$ cat config.mk
export PLATFORM = sky130hd
export DESIGN_NAME = cla_nibble_seq
export DESIGN_NICKNAME = d
export VERILOG_FILES = /design/src/rtl/cla_seq_pkg.sv /design/src/rtl/cla4.sv /design/src/rtl/cla_nibble_seq.sv
export SDC_FILE = /design/constraint.sdc
export NUM_CORES = 1
export LEC_CHECK = 0
export ABC_AREA = 0
export BUFFER_PORTS_ARGS = -buffer_cell sky130_fd_sc_hd__buf_2
export CAP_MARGIN = 30
export CORE_UTILIZATION = 50
export CTS_BUF_LIST = sky130_fd_sc_hd__clkbuf_8
export CTS_CLUSTER_DIAMETER = 80
export DETAILED_ROUTE_END_ITERATION = 8
export HOLD_SLACK_MARGIN = 0.05
export PLACE_DENSITY = 0.84
export RECOVER_POWER = 100
export SYNTH_ARGS = -nofsm -noshare
export SYNTH_HDL_FRONTEND = slang
export SYNTH_SLANG_ARGS = --single-unit
$ cat constraint.sdc
create_clock -name clk -period 2.2 [get_ports clk]
set_input_delay 0.22 -clock clk [delete_from_list [all_inputs] [get_ports clk]]
set_output_delay 0.22 -clock clk [all_outputs]
set_load 0.02 [all_outputs]
$ cat src/rtl/cla_seq_pkg.sv
// Shared types and pin-map constants for the nibble-serial carry-lookahead adder tile.
// Both the controller and the bench use these bit indices.
package cla_seq_pkg;

  typedef enum logic [1:0] {
    ST_IDLE = 2'd0,
    ST_LOAD = 2'd1,
    ST_OUT  = 2'd2
  } state_t;

  // uio_in bit positions
  localparam int UI_START    = 0;
  localparam int UI_IN_VALID = 1;
  localparam int UI_CIN      = 2;
  localparam int UI_OUT_ACK  = 3;
  localparam int UI_ABORT    = 4;

  // uo_out bit positions
  localparam int UO_SUM_LSB   = 0;
  localparam int UO_OUT_VALID = 4;
  localparam int UO_COUT      = 5;
  localparam int UO_BUSY      = 6;
  localparam int UO_DONE      = 7;

  localparam int NIB_W = 4;

endpackage

$ cat src/rtl/cla4.sv
// Combinational 4-bit carry-lookahead adder built from propagate/generate terms.
module cla4 (
  input  logic [3:0] a,
  input  logic [3:0] b,
  input  logic       cin,
  output logic [3:0] sum,
  output logic       cout
);

  logic [3:0] p;
  logic [3:0] g;
  logic [4:0] c;

  assign p = a ^ b;
  assign g = a & b;

  // All carries are flattened from cin so no bit waits on a ripple.
  assign c[0] = cin;
  assign c[1] = g[0] | (p[0] & cin);
  assign c[2] = g[1] | (p[1] & g[0]) | (p[1] & p[0] & cin);
  assign c[3] = g[2] | (p[2] & g[1]) | (p[2] & p[1] & g[0])
              | (p[2] & p[1] & p[0] & cin);
  assign c[4] = g[3] | (p[3] & g[2]) | (p[3] & p[2] & g[1])
              | (p[3] & p[2] & p[1] & g[0]) | (p[3] & p[2] & p[1] & p[0] & cin);

  assign sum  = p ^ c[3:0];
  assign cout = c[4];

endmodule

$ cat src/rtl/cla_nibble_seq.sv
// Tiny Tapeout tile: adds two NIBBLES-wide operands one nibble pair per beat through a
// single cla4, buffers the sum and streams it back out LSB nibble first.
//
// state   | meaning
// IDLE    | waiting for start; done/cout hold the last result
// LOAD    | accepting operand nibble pairs on in_valid, carry chained in carry_q
// OUT     | presenting sum_buf[idx], advancing on out_ack
module cla_nibble_seq
  import cla_seq_pkg::*;
#(
  parameter int NIBBLES = 4,
  localparam int IDXW   = $clog2(NIBBLES)
) (
  input  logic       clk,
  input  logic       rst_n,
  input  logic       ena,
  input  logic [7:0] ui_in,
  input  logic [7:0] uio_in,
  output logic [7:0] uo_out,
  output logic [7:0] uio_out,
  output logic [7:0] uio_oe
);

  localparam logic [IDXW-1:0] LAST_IDX = IDXW'(NIBBLES - 1);

  state_t            state;
  logic [IDXW-1:0]   idx;
  logic              carry_q;
  logic              cout_q;
  logic              done_q;
  logic [NIB_W-1:0]  sum_buf [NIBBLES];

  logic              start;
  logic              in_valid;
  logic              cin;
  logic              out_ack;
  logic              abort;
  logic              idx_last;

  logic [NIB_W-1:0]  cla_sum;
  logic              cla_cout;

  logic              unused_ok;

  assign start    = uio_in[UI_START];
  assign in_valid = uio_in[UI_IN_VALID];
  assign cin      = uio_in[UI_CIN];
  assign out_ack  = uio_in[UI_OUT_ACK];
  assign abort    = uio_in[UI_ABORT];
  assign idx_last = (idx == LAST_IDX);

  assign unused_ok = &{1'b0, ena, uio_in[7:5]};

  cla4 u_cla4 (
    .a    (ui_in[3:0]),
    .b    (ui_in[7:4]),
    .cin  (carry_q),
    .sum  (cla_sum),
    .cout (cla_cout)
  );

  always_ff @(posedge clk) begin
    if (!rst_n) begin
      state   <= ST_IDLE;
      idx     <= '0;
      carry_q <= 1'b0;
      cout_q  <= 1'b0;
      done_q  <= 1'b0;
      for (int i = 0; i < NIBBLES; i++) begin
        sum_buf[i] <= '0;
      end
    end else begin
      case (state)
        ST_IDLE: begin
          // abort is meaningless here, so start always wins
          if (start) begin
            state   <= ST_LOAD;
            carry_q <= cin;
            cout_q  <= 1'b0;
            idx     <= '0;
            done_q  <= 1'b0;
          end
        end

        ST_LOAD: begin
          if (abort) begin
            state  <= ST_IDLE;
            idx    <= '0;
            done_q <= 1'b0;
          end else if (in_valid) begin
            sum_buf[idx] <= cla_sum;
            carry_q      <= cla_cout;
            if (idx_last) begin
              cout_q <= cla_cout;
              idx    <= '0;
              state  <= ST_OUT;
            end else begin
              idx <= idx + 1'b1;
            end
          end
        end

        ST_OUT: begin
          if (abort) begin
            state  <= ST_IDLE;
            idx    <= '0;
            done_q <= 1'b0;
          end else if (out_ack) begin
            if (idx_last) begin
              state  <= ST_IDLE;
              idx    <= '0;
              done_q <= 1'b1;
            end else begin
              idx <= idx + 1'b1;
            end
          end
        end

        default: begin
          state <= ST_IDLE;
          idx   <= '0;
        end
      endcase
    end
  end

  // Outputs decode registers only; nothing from ui_in/uio_in reaches uo_out combinationally.
  logic in_out;
  assign in_out = (state == ST_OUT);

  always_comb begin
    uo_out                             = 8'h00;
    uo_out[UO_SUM_LSB +: NIB_W]        = in_out ? sum_buf[idx] : '0;
    uo_out[UO_OUT_VALID]               = in_out;
    uo_out[UO_COUT]                    = cout_q & (in_out | (done_q && state == ST_IDLE));
    uo_out[UO_BUSY]                    = (state != ST_IDLE);
    uo_out[UO_DONE]                    = done_q;
  end

  assign uio_out = 8'h00;
  assign uio_oe  = 8'h00;

endmodule

==> flow_summary.toml <==
[placement]
place_inst = 207
portBuffers = 22
gp_congestion = 0.7641
hpwl_um = 2089

[floorplan]
start_util = 0.5459
fp.dieH_um = 58.04
design.portCount = 43
rows = 19
core_area_um2 = 2877
dieArea_um2 = 3369
die_w_um = 58.04

[global_route]
antenna_found_initial = 0
grt_usage = 0.1681
gr-total-overflow = 0
grt_pass1_wl_um = 4271
grt_pass1_vias = 974
grt_max_degree = 14

[logic_synthesis]
ys_async_sr_fraction = 0
synth_compound_area_frac = 0.08606
synth_edf_count = 16
yosys_register_bits = 25
synth_xor_area_frac = 0.01673
muxShareOfSynthArea = 0.08287
synth_cell_types = 38
ys_warn_count = 0
yosysSeqAreaShare = 0.4207
syn_inst = 147
synthAdderAreaFrac = 0.09243
yosys.area_share.simple = 0.1888
yosysMostFrequentCell = "nor2_1"
synth_area_um2 = 1570
synth_top_area_cell = "edfxtp_1"
synth_top_family_by_area = "simple AND/OR/NAND/NOR gates"
synth_top_area_share = 0.3060
synth_area_leaders = "edfxtp_1 (31%), dfxtp_1 (11%), buf_4 (8.6%), ha_1 (8.0%), mux4_2 (5.7%)"
syn_avg_cell_area_um2 = 10.68
ys_top_cells_by_count = "nor2_1 (20), buf_4 (18), edfxtp_1 (16)"
synth_ff_type = "edfxtp_1"

[clock_tree]
clk_path_buf_depth = 2
cts_inserted_buffers = 3
clk_latency_ns = 0.27
htree_levels = 1
clk_pin_slew_worst_paths_ns = 0.09
root_buffer = "clkbuf_8"
cts_resized = 0
post_cts_buffers = 0
holdBufCountCts = 0
cts.sinks = 25
cts_tree = "done"

[worst_setup_path]
critPathMaxFanout = 8
critical_path_arrival_ns = 1.90
end_kind = "flop"
worstSetupStartpointType = "flop"
required_ns = 2.17
crit_type = "reg2reg"

[sta]
fin_worst_skew_ns = 0.01157
fmax_ghz = 0.5166
setup_tns_ns = 0
min_period_over_period = 0.8799
final-hold-violation-count = 0
rsz0062_at_grt = "false"
relSlewSlack = 0.6143
finalSetupViolCount = 0
finalMaxSlewViolations = 0
tightest_slew_ns = 0.5724
fin_crit_ns = 1.936

[cells_and_area]
nets = 200
syn_to_final_growth_pct = 5.339
antenna_cells = 0
drive_gt1_frac = 0.1361
seqCellArea_um2 = 660.6
multi_input_area_um2 = 763.2
instances_no_fill = 211
fillers = 260

[min_path]
hold_path_class = "in2reg"

[status]
violations = "design-rule violations"
outcome = "finished, violations left"

[pwr]
pwr-share-seq = 0.453
pwr-share-clk = 0.204
total_leakage_power_uw = 0.0007223
swShare = 0.3458
p_int_uw = 848.5
finalPower_uw = 1297
power_switching_uw = 448.6
combPwrFrac = 0.343
vdd_drop_max_uv = 414.3
p_per_area_nw_per_um2 = 784.2

[drt]
routedWlPerCell_um = 12.50
via_count = 1052
drc_errors = 1
drt-initial-drc-count = 30
dr.pass1.iters = 6
via_per_inst = 4.986
ant_nets = 0
routed_wl_um = 2638

[job]
maxCapViolations = 0
==> layout by cell type (no fill, tap or decap), types with 2 or more instances in the layout <==
cell type,synthesis,layout
a211oi_1,2,3
and2_1,4,4
clkbuf_8,0,3
nor2_1,20,20
nand2_1,10,10
clkbuf_1,1,9
a21oi_1,6,6
nand2b_1,2,2
nor3_1,0,2
mux2i_1,4,4
edfxtp_1,16,16
dfxtp_1,9,9
o21a_1,2,2
and2b_1,2,2
inv_1,9,10
nor2b_1,2,2
xor2_1,2,2
buf_2,0,13
conb_1,1,16
o21ai_0,4,5
mux4_2,4,4
ha_1,10,10
==> critical path: stages (launching register included) <==
cell,delay (ns)
dfxtp_1,0.35
inv_1,0.09
ha_1,0.36
nand4b_4,0.19
or3b_1,0.46
nand2_1,0.19
==> power groups by stage <==
stage | registers, uW | clock network [uW] | logic [uW]
3_5_place_dp | 599 | 0 | 469
2_1_floorplan | 584 | 0 | 400
6_report | 587 | 265 | 445
5_1_grt | 593 | 285 | 496
4_1_cts | 588 | 269 | 473
3_3_place_gp | 593 | 0 | 456
==> layout make-up <==
class                      instances  area share
clock buffer                       3     0.02496
inverter                           9     0.02042
sequential                        25      0.3994
timing repair buffer              22     0.05976
clock inverter                     1    0.002269
tap                               42     0.03177
multi-input combinational        109      0.4614
==> flip-flops by register name, summed over array words and instances (netlist names), named ones only <==
register	count
carry_q	1
state	2
sum_buf	16
cout_q	1
done_q	1
idx	2
==> routing by layer <==
metal / GRT usage / wire (um) / vias up
li1: - / - / 519
met4: 0.07823 / 43 / 0
met1: 0.2066 / 1137 / 488
met5: 0 / 0 / -
met2: 0.2906 / 1316 / 41
met3: 0.02455 / 141 / 4
==> cells by family after synthesis <==
group                      Yosys count
and+or+nand+nor                     51
buffers and inverters               28
DFF                                 25
AOI/OAI and AO/OA                   20
adders and majority gates           11
muxes                                8
xor gates and xnor gates             3
other                                1
==> path summary, 6_finish.rpt <==
check	from	endpoint	slack (ns)	depth (start not counted)
hold / removal	uio_in[3]	done_q$_SDFFE_PN0P_	0.32	3
hold reg to reg	cout_q$_SDFFE_PN0P_	cout_q$_SDFFE_PN0P_	0.48	2
setup / recovery	state[1]$_SDFFE_PN0P_	sum_buf[2][0]$_SDFFCE_PN0P_	0.26	5
setup reg to reg	state[1]$_SDFFE_PN0P_	sum_buf[2][0]$_SDFFCE_PN0P_	0.26	5
==> stage by stage <==
stage,setup WS (ns),util,instance area (um^2),hold WS [ns]
final,0.2643,0.5750,1654,0.3180
after global routing,0.1932,0.5750,1654,0.3451
after CTS,0.3163,0.5894,1695,0.3131
after detailed placement,0.3420,0.5737,1650,0.4658
after global placement,0.4047,0.5737,1650,0.4672
after floorplan,0.5275,-,1627,0.3599
Note: power is estimated with default switching activity, not from simulation.
